## src/rtl/shift_offset_scheduler.sv

```systemverilog
// shift_offset_scheduler: accepts upstream beats, tracks the running byte
// offset within the 64-byte output word, and feeds the first stage of a
// downstream shifter chain. After a last beat, it drains the chain for
// PIPE_DEPTH enabled cycles before it returns to IDLE.
// Optional feature: define SHIFT_SCHED_STATS_EN to enable the beat/wrap
// statistics counters. Without it, stat_beats and stat_wraps read 0.
module shift_offset_scheduler #(
    parameter int unsigned PIPE_DEPTH = 7
) (
    input  logic         aclk,
    input  logic         aresetn,
    input  logic [511:0] in_data,
    input  logic [63:0]  in_keep,
    input  logic         in_valid,
    input  logic         in_last,
    output logic         in_ready,
    input  logic         out_ready,
    output logic [511:0] sh_data,
    output logic [63:0]  sh_keep,
    output logic [6:0]   sh_offset,
    output logic         sh_valid,
    output logic         sh_last,
    output logic         sh_last_transfer_flag,
    output logic         sh_enable,
    output logic [6:0]   fill_level,
    output logic [31:0]  stat_beats,
    output logic [31:0]  stat_wraps
);

    typedef enum logic [1:0] {IDLE, RUN, FLUSH} state_e;

    state_e       state_q, state_d;
    logic [6:0]   fill_q, fill_d;
    logic [3:0]   drain_q, drain_d;
    logic [511:0] sh_data_q, sh_data_d;
    logic [63:0]  sh_keep_q, sh_keep_d;
    logic [6:0]   sh_offset_q, sh_offset_d;
    logic         sh_valid_q, sh_valid_d;
    logic         sh_last_q, sh_last_d;
    logic         sh_flag_q, sh_flag_d;

    logic         accept;
    logic [6:0]   count;
    logic [7:0]   sum;

    assign sh_enable = out_ready;
    assign in_ready  = out_ready && (state_q != FLUSH);
    assign accept    = in_valid && in_ready;

    // Count the bytes in the incoming beat. Keep contiguity is not assumed.
    always_comb begin
        count = '0;
        for (int unsigned i = 0; i < 64; i++) begin
            count = count + {6'd0, in_keep[i]};
        end
    end

    assign sum = {1'b0, fill_q} + {1'b0, count};

    // Next-state logic for the FSM, drain counter, fill level and shifter-stage registers.
    always_comb begin
        state_d     = state_q;
        fill_d      = fill_q;
        drain_d     = drain_q;
        sh_data_d   = sh_data_q;
        sh_keep_d   = sh_keep_q;
        sh_offset_d = sh_offset_q;
        sh_valid_d  = sh_valid_q;
        sh_last_d   = sh_last_q;
        sh_flag_d   = sh_flag_q;
        if (out_ready) begin
            if (accept) begin
                sh_data_d   = in_data;
                sh_keep_d   = in_keep;
                sh_offset_d = fill_q;
                sh_valid_d  = 1'b1;
                sh_last_d   = in_last;
                sh_flag_d   = (sum >= 8'd64);
                fill_d      = {1'b0, sum[5:0]};
                if (in_last) begin
                    state_d = FLUSH;
                    drain_d = 4'(PIPE_DEPTH);
                end else if (state_q == IDLE) begin
                    state_d = RUN;
                end
            end else begin
                sh_valid_d = 1'b0;
                sh_last_d  = 1'b0;
                sh_flag_d  = 1'b0;
                // The final decrement and the return to IDLE happen on the same
                // edge. This keeps in_ready low for exactly PIPE_DEPTH enabled cycles.
                if (state_q == FLUSH) begin
                    if (drain_q <= 4'd1) begin
                        drain_d = '0;
                        state_d = IDLE;
                        fill_d  = '0;
                    end else begin
                        drain_d = drain_q - 4'd1;
                    end
                end
            end
        end
    end

    // State and datapath registers with synchronous active-low reset.
    always_ff @(posedge aclk) begin
        if (!aresetn) begin
            state_q     <= IDLE;
            fill_q      <= '0;
            drain_q     <= '0;
            sh_data_q   <= '0;
            sh_keep_q   <= '0;
            sh_offset_q <= '0;
            sh_valid_q  <= 1'b0;
            sh_last_q   <= 1'b0;
            sh_flag_q   <= 1'b0;
        end else begin
            state_q     <= state_d;
            fill_q      <= fill_d;
            drain_q     <= drain_d;
            sh_data_q   <= sh_data_d;
            sh_keep_q   <= sh_keep_d;
            sh_offset_q <= sh_offset_d;
            sh_valid_q  <= sh_valid_d;
            sh_last_q   <= sh_last_d;
            sh_flag_q   <= sh_flag_d;
        end
    end

    assign sh_data               = sh_data_q;
    assign sh_keep               = sh_keep_q;
    assign sh_offset             = sh_offset_q;
    assign sh_valid              = sh_valid_q;
    assign sh_last               = sh_last_q;
    assign sh_last_transfer_flag = sh_flag_q;
    assign fill_level            = fill_q;

`ifdef SHIFT_SCHED_STATS_EN
    logic [31:0] beats_q, wraps_q;

    // Count accepted beats and accepted beats that complete an output word.
    always_ff @(posedge aclk) begin
        if (!aresetn) begin
            beats_q <= '0;
            wraps_q <= '0;
        end else if (accept) begin
            beats_q <= beats_q + 32'd1;
            if (sh_flag_d) begin
                wraps_q <= wraps_q + 32'd1;
            end
        end
    end

    assign stat_beats = beats_q;
    assign stat_wraps = wraps_q;
`else
    assign stat_beats = '0;
    assign stat_wraps = '0;
`endif

endmodule

```

## config.mk

```make
export PLATFORM = sky130hd
export DESIGN_NAME = shift_offset_scheduler
export DESIGN_NICKNAME = d
export VERILOG_FILES = /design/src/rtl/shift_offset_scheduler.sv
export SDC_FILE = /design/constraint.sdc
export NUM_CORES = 1
export LEC_CHECK = 0
export CAP_MARGIN = 20
export CORE_AREA = 5 5 473 475
export DETAILED_ROUTE_END_ITERATION = 10
export DIE_AREA = 0 0 478 480
export GPL_TIMING_DRIVEN = 0
export PLACE_DENSITY_LB_ADDON = 0.05
export SLEW_MARGIN = 10
export SYNTH_ARGS = -nofsm -noshare
export SYNTH_HDL_FRONTEND = slang
export SYNTH_SLANG_ARGS = --single-unit
```

## constraint.sdc

```tcl
create_clock -name aclk -period 7.2 [get_ports aclk]
set_input_delay 1.44 -clock aclk [delete_from_list [all_inputs] [get_ports aclk]]
set_output_delay 1.44 -clock aclk [all_outputs]
set_load 0.02 [all_outputs]
```

==> reports/summary.txt <==
Clock Path Buffers: 3
Hold-fix buffers at CTS: 0
Setup crit end kind: register
Final #Nets: 4,877
Total gr overflow: 0
Main synth FF type: dfxtp_1
F_max: 0.143 GHz
Avg Cell Area, Syn: 8.56 um^2
CTS Buf Count: 91
Root Buffer: clkbuf_16
Slew Limit Fails: 0
First-pass GRT wire length: 224 mm
Hold/Removal Path Class: register to register
Final Worst Setup Slack: 225 ps
Worst-margin pin slew: 929 ps
Total wire length: 168 mm
CTS sink count: 597
Placed insts: 6,990
Post-layout min period: 6970 ps
Syn. warnings: 0
WL/cell: 23.4 um
Vias in the first global route: 25.0k
Sw frac: 35.7%
Ports: 1,240
Non-filler cells, final: 7,174
Comb power frac: 41.4%
Final worst-path cycle share: 96.9%
P_int: 8.87 mW
Worst-case reg-to-reg path depth: 16
H-tree depth: 3
Max-Cap Viols: 0
Starting DRT DRC Count: 760
Sequential share of power: 26.0%
Fillcell total: 24.4k
Width of the die: 478 um
Crit path to: fill_level[5]
Hold Path Depth: 2
RD Place Congestion: 0.776
Share of cells above drive strength 1: 8.20%
Fraction of registers with async set/reset: 0%
Input/output buffers: 1,171
Pwr/cell area: 319 nW/um^2
Crit path from: in_keep[49]
Post-synth EDFFs: 0
Die H: 480 um
Ranking of synthesized cells by area: dfxtp_1 48%, nand2_1 18%, a21boi_0 15%
LEAKAGE: 15.8 nW
Top-count cell post-synth: nand2_1
Setup violators final: 0
Largest net degree at the start of global routing: 13
Worst slew margin: 38.1%
DR pass1 iterations: 5
Worst VDD drop: 851 uV
Core Util, Final: 19.8%
Status: finished clean
Row count: 172
Total vias in the final route: 24.0k
Worst reg-to-reg setup slack: 1460 ps
Share of total power in the clock network: 32.7%
CTS clk-pin slew, worst paths: 60 ps
Worst flop-to-flop path startpoint: fill_level[0]
Initial antenna violation count: 91
Yosys cell types: 38
Mapped Cells: 2,881
# DRC: 0
Starting Density: 11.3%
Final hold viol count: 0
Final clock skew: 18.7 ps
Share of the synthesized area in the top cell type: 48.4%
Area leader, netlist: dfxtp_1
Die area: 229,000 um^2
All-Layer GR Usage: 14.1%
Dpl hpwl: 137 mm
Layout area overhead: 75.5%
Vias per cell: 3.35
Net Sw Power: 4.93 mW
Synthesized cell area: 24,700 um^2
RSZ-0062 raised after global routing: yes
Core area: 219,000 um^2
Total power: 13.8 mW
WS Path Type: primary input to register
Worst endpoint required time: 7790 ps
Reg-to-Reg End: sh_last_transfer_flag
Clock Latency Late Sink: 710 ps
Worst Setup Start Kind: primary input
Remaining antenna violation count after routing: 0
Post-Route Setup TNS: 0 ps
Yosys reg bits: 597
Commonest cells in the netlist: 1,174 x nand2_1, 597 x dfxtp_1, 483 x a21boi_0, 124 x buf_4, 110 x inv_1
Place WS: -916 ps
Register area share after synthesis: 48.4%
CTS tree: built
Critical Path AT: 7560 ps
CP max FO: 3
final cells by class:
cell class | instances | area, um^2 | share of cell area (%)
flip-flops and latches | 597 | 12000 | 27.6
repair buffers | 1175 | 11800 | 27.2
multi-input cells | 1975 | 11000 | 25.3
well taps | 2871 | 3590 | 8.30
clock buffers | 143 | 2740 | 6.32
plain buffers | 264 | 1640 | 3.78
inverters | 110 | 413 | 0.954
clock inverters | 15 | 169 | 0.390
diodes | 24 | 60.1 | 0.139
cell families after synthesis:
logic type / share of synthesized area [%]
simple gates: 18.6
compound gates: 18.5
flops: 48.4
buf+inv: 8.31
fa+ha+maj: 5.89
xor+xnor: 0.177
other cells: 0.0152
mux: 0.0456
layout by cell type (no fill, tap or decap), drive strengths merged, types with 2 or more instances in the layout:
master	count
nor2b	9
diode	24
dlymetal6s2s	3
and3	2
inv	112
a21oi	8
ha	25
and2	2
xnor2	4
nand3	2
clkbuf	208
nor2	12
o21ai	11
buf	203
o211ai	2
nand2	1175
bufinv	2
nand2b	2
clkdlybuf4s50	1168
dfxtp	597
conb	66
fa	57
clkinv	10
o21a	3
a21boi	583
layer usage:
layer / track usage (%) / share of wire [%] / vias up
met4: 4.55 / 3.5 / 68
met3: 7.30 / 11 / 304
li1: - / - / 11700
met2: 24.8 / 49 / 883
met5: 0 / 0.25 / -
met1: 14.4 / 36 / 11000
worst min path at each step:
stage                       startpoint           end  slack, ps
after floorplan             state_q[0]    state_q[0]        460
after CTS                 sh_data[334]  sh_data[334]        450
after detailed placement  sh_data[334]  sh_data[334]        450
after global routing      sh_data[330]  sh_data[330]        460
final                     sh_data[374]  sh_data[374]        450
after global placement    sh_data[329]  sh_data[329]        440
metrics by stage:
stage / hold slack, ps / cell area, um^2
floorplan: 460 / 24900
global placement: 443 / 40200
detailed placement: 446 / 40300
CTS: 454 / 43200
global route: 464 / 43300
finish: 450 / 43300
registers in the layout, summed over array words and instances, names as in the netlist:
| register | flops |
|---|---|
| sh_data | 512 |
| sh_valid | 1 |
| sh_offset | 6 |
| drain_q | 4 |
| sh_last_transfer_flag | 1 |
| sh_last | 1 |
| state_q | 2 |
| sh_keep | 64 |
| fill_level | 6 |
critical path, cell delays in order:
cell,delay (ps)
clkdlybuf4s50_1,520
inv_1,70
fa_1,510
inv_1,50
fa_1,400
fa_1,500
inv_1,50
fa_1,510
inv_1,60
fa_1,520
fa_2,480
fa_1,540
inv_1,50
fa_2,550
inv_1,50
ha_1,270
nor2b_1,140
o31a_1,350
o21ai_1,160
nand2b_1,110
xnor2_2,180
o21ai_1,80
timing repair:
item                                    in CTS  in global routing
endpoints found under the setup margin       1                  2
resized for setup                            5                 16
pin swaps                                    2                 13
cloned                                       0                  0
buffers inserted                             0                  2
power groups by stage:
stage               clock [mW]  combinational [mW]  sequential (mW)
floorplan                    0                3.07             3.84
global placement             0                5.34             3.66
detailed placement           0                5.29             3.66
CTS                       4.77                5.40             3.59
global route              4.87                6.48             3.61
finish                    4.51                5.71             3.59
No activity file was read; power rests on OpenSTA's default activity.
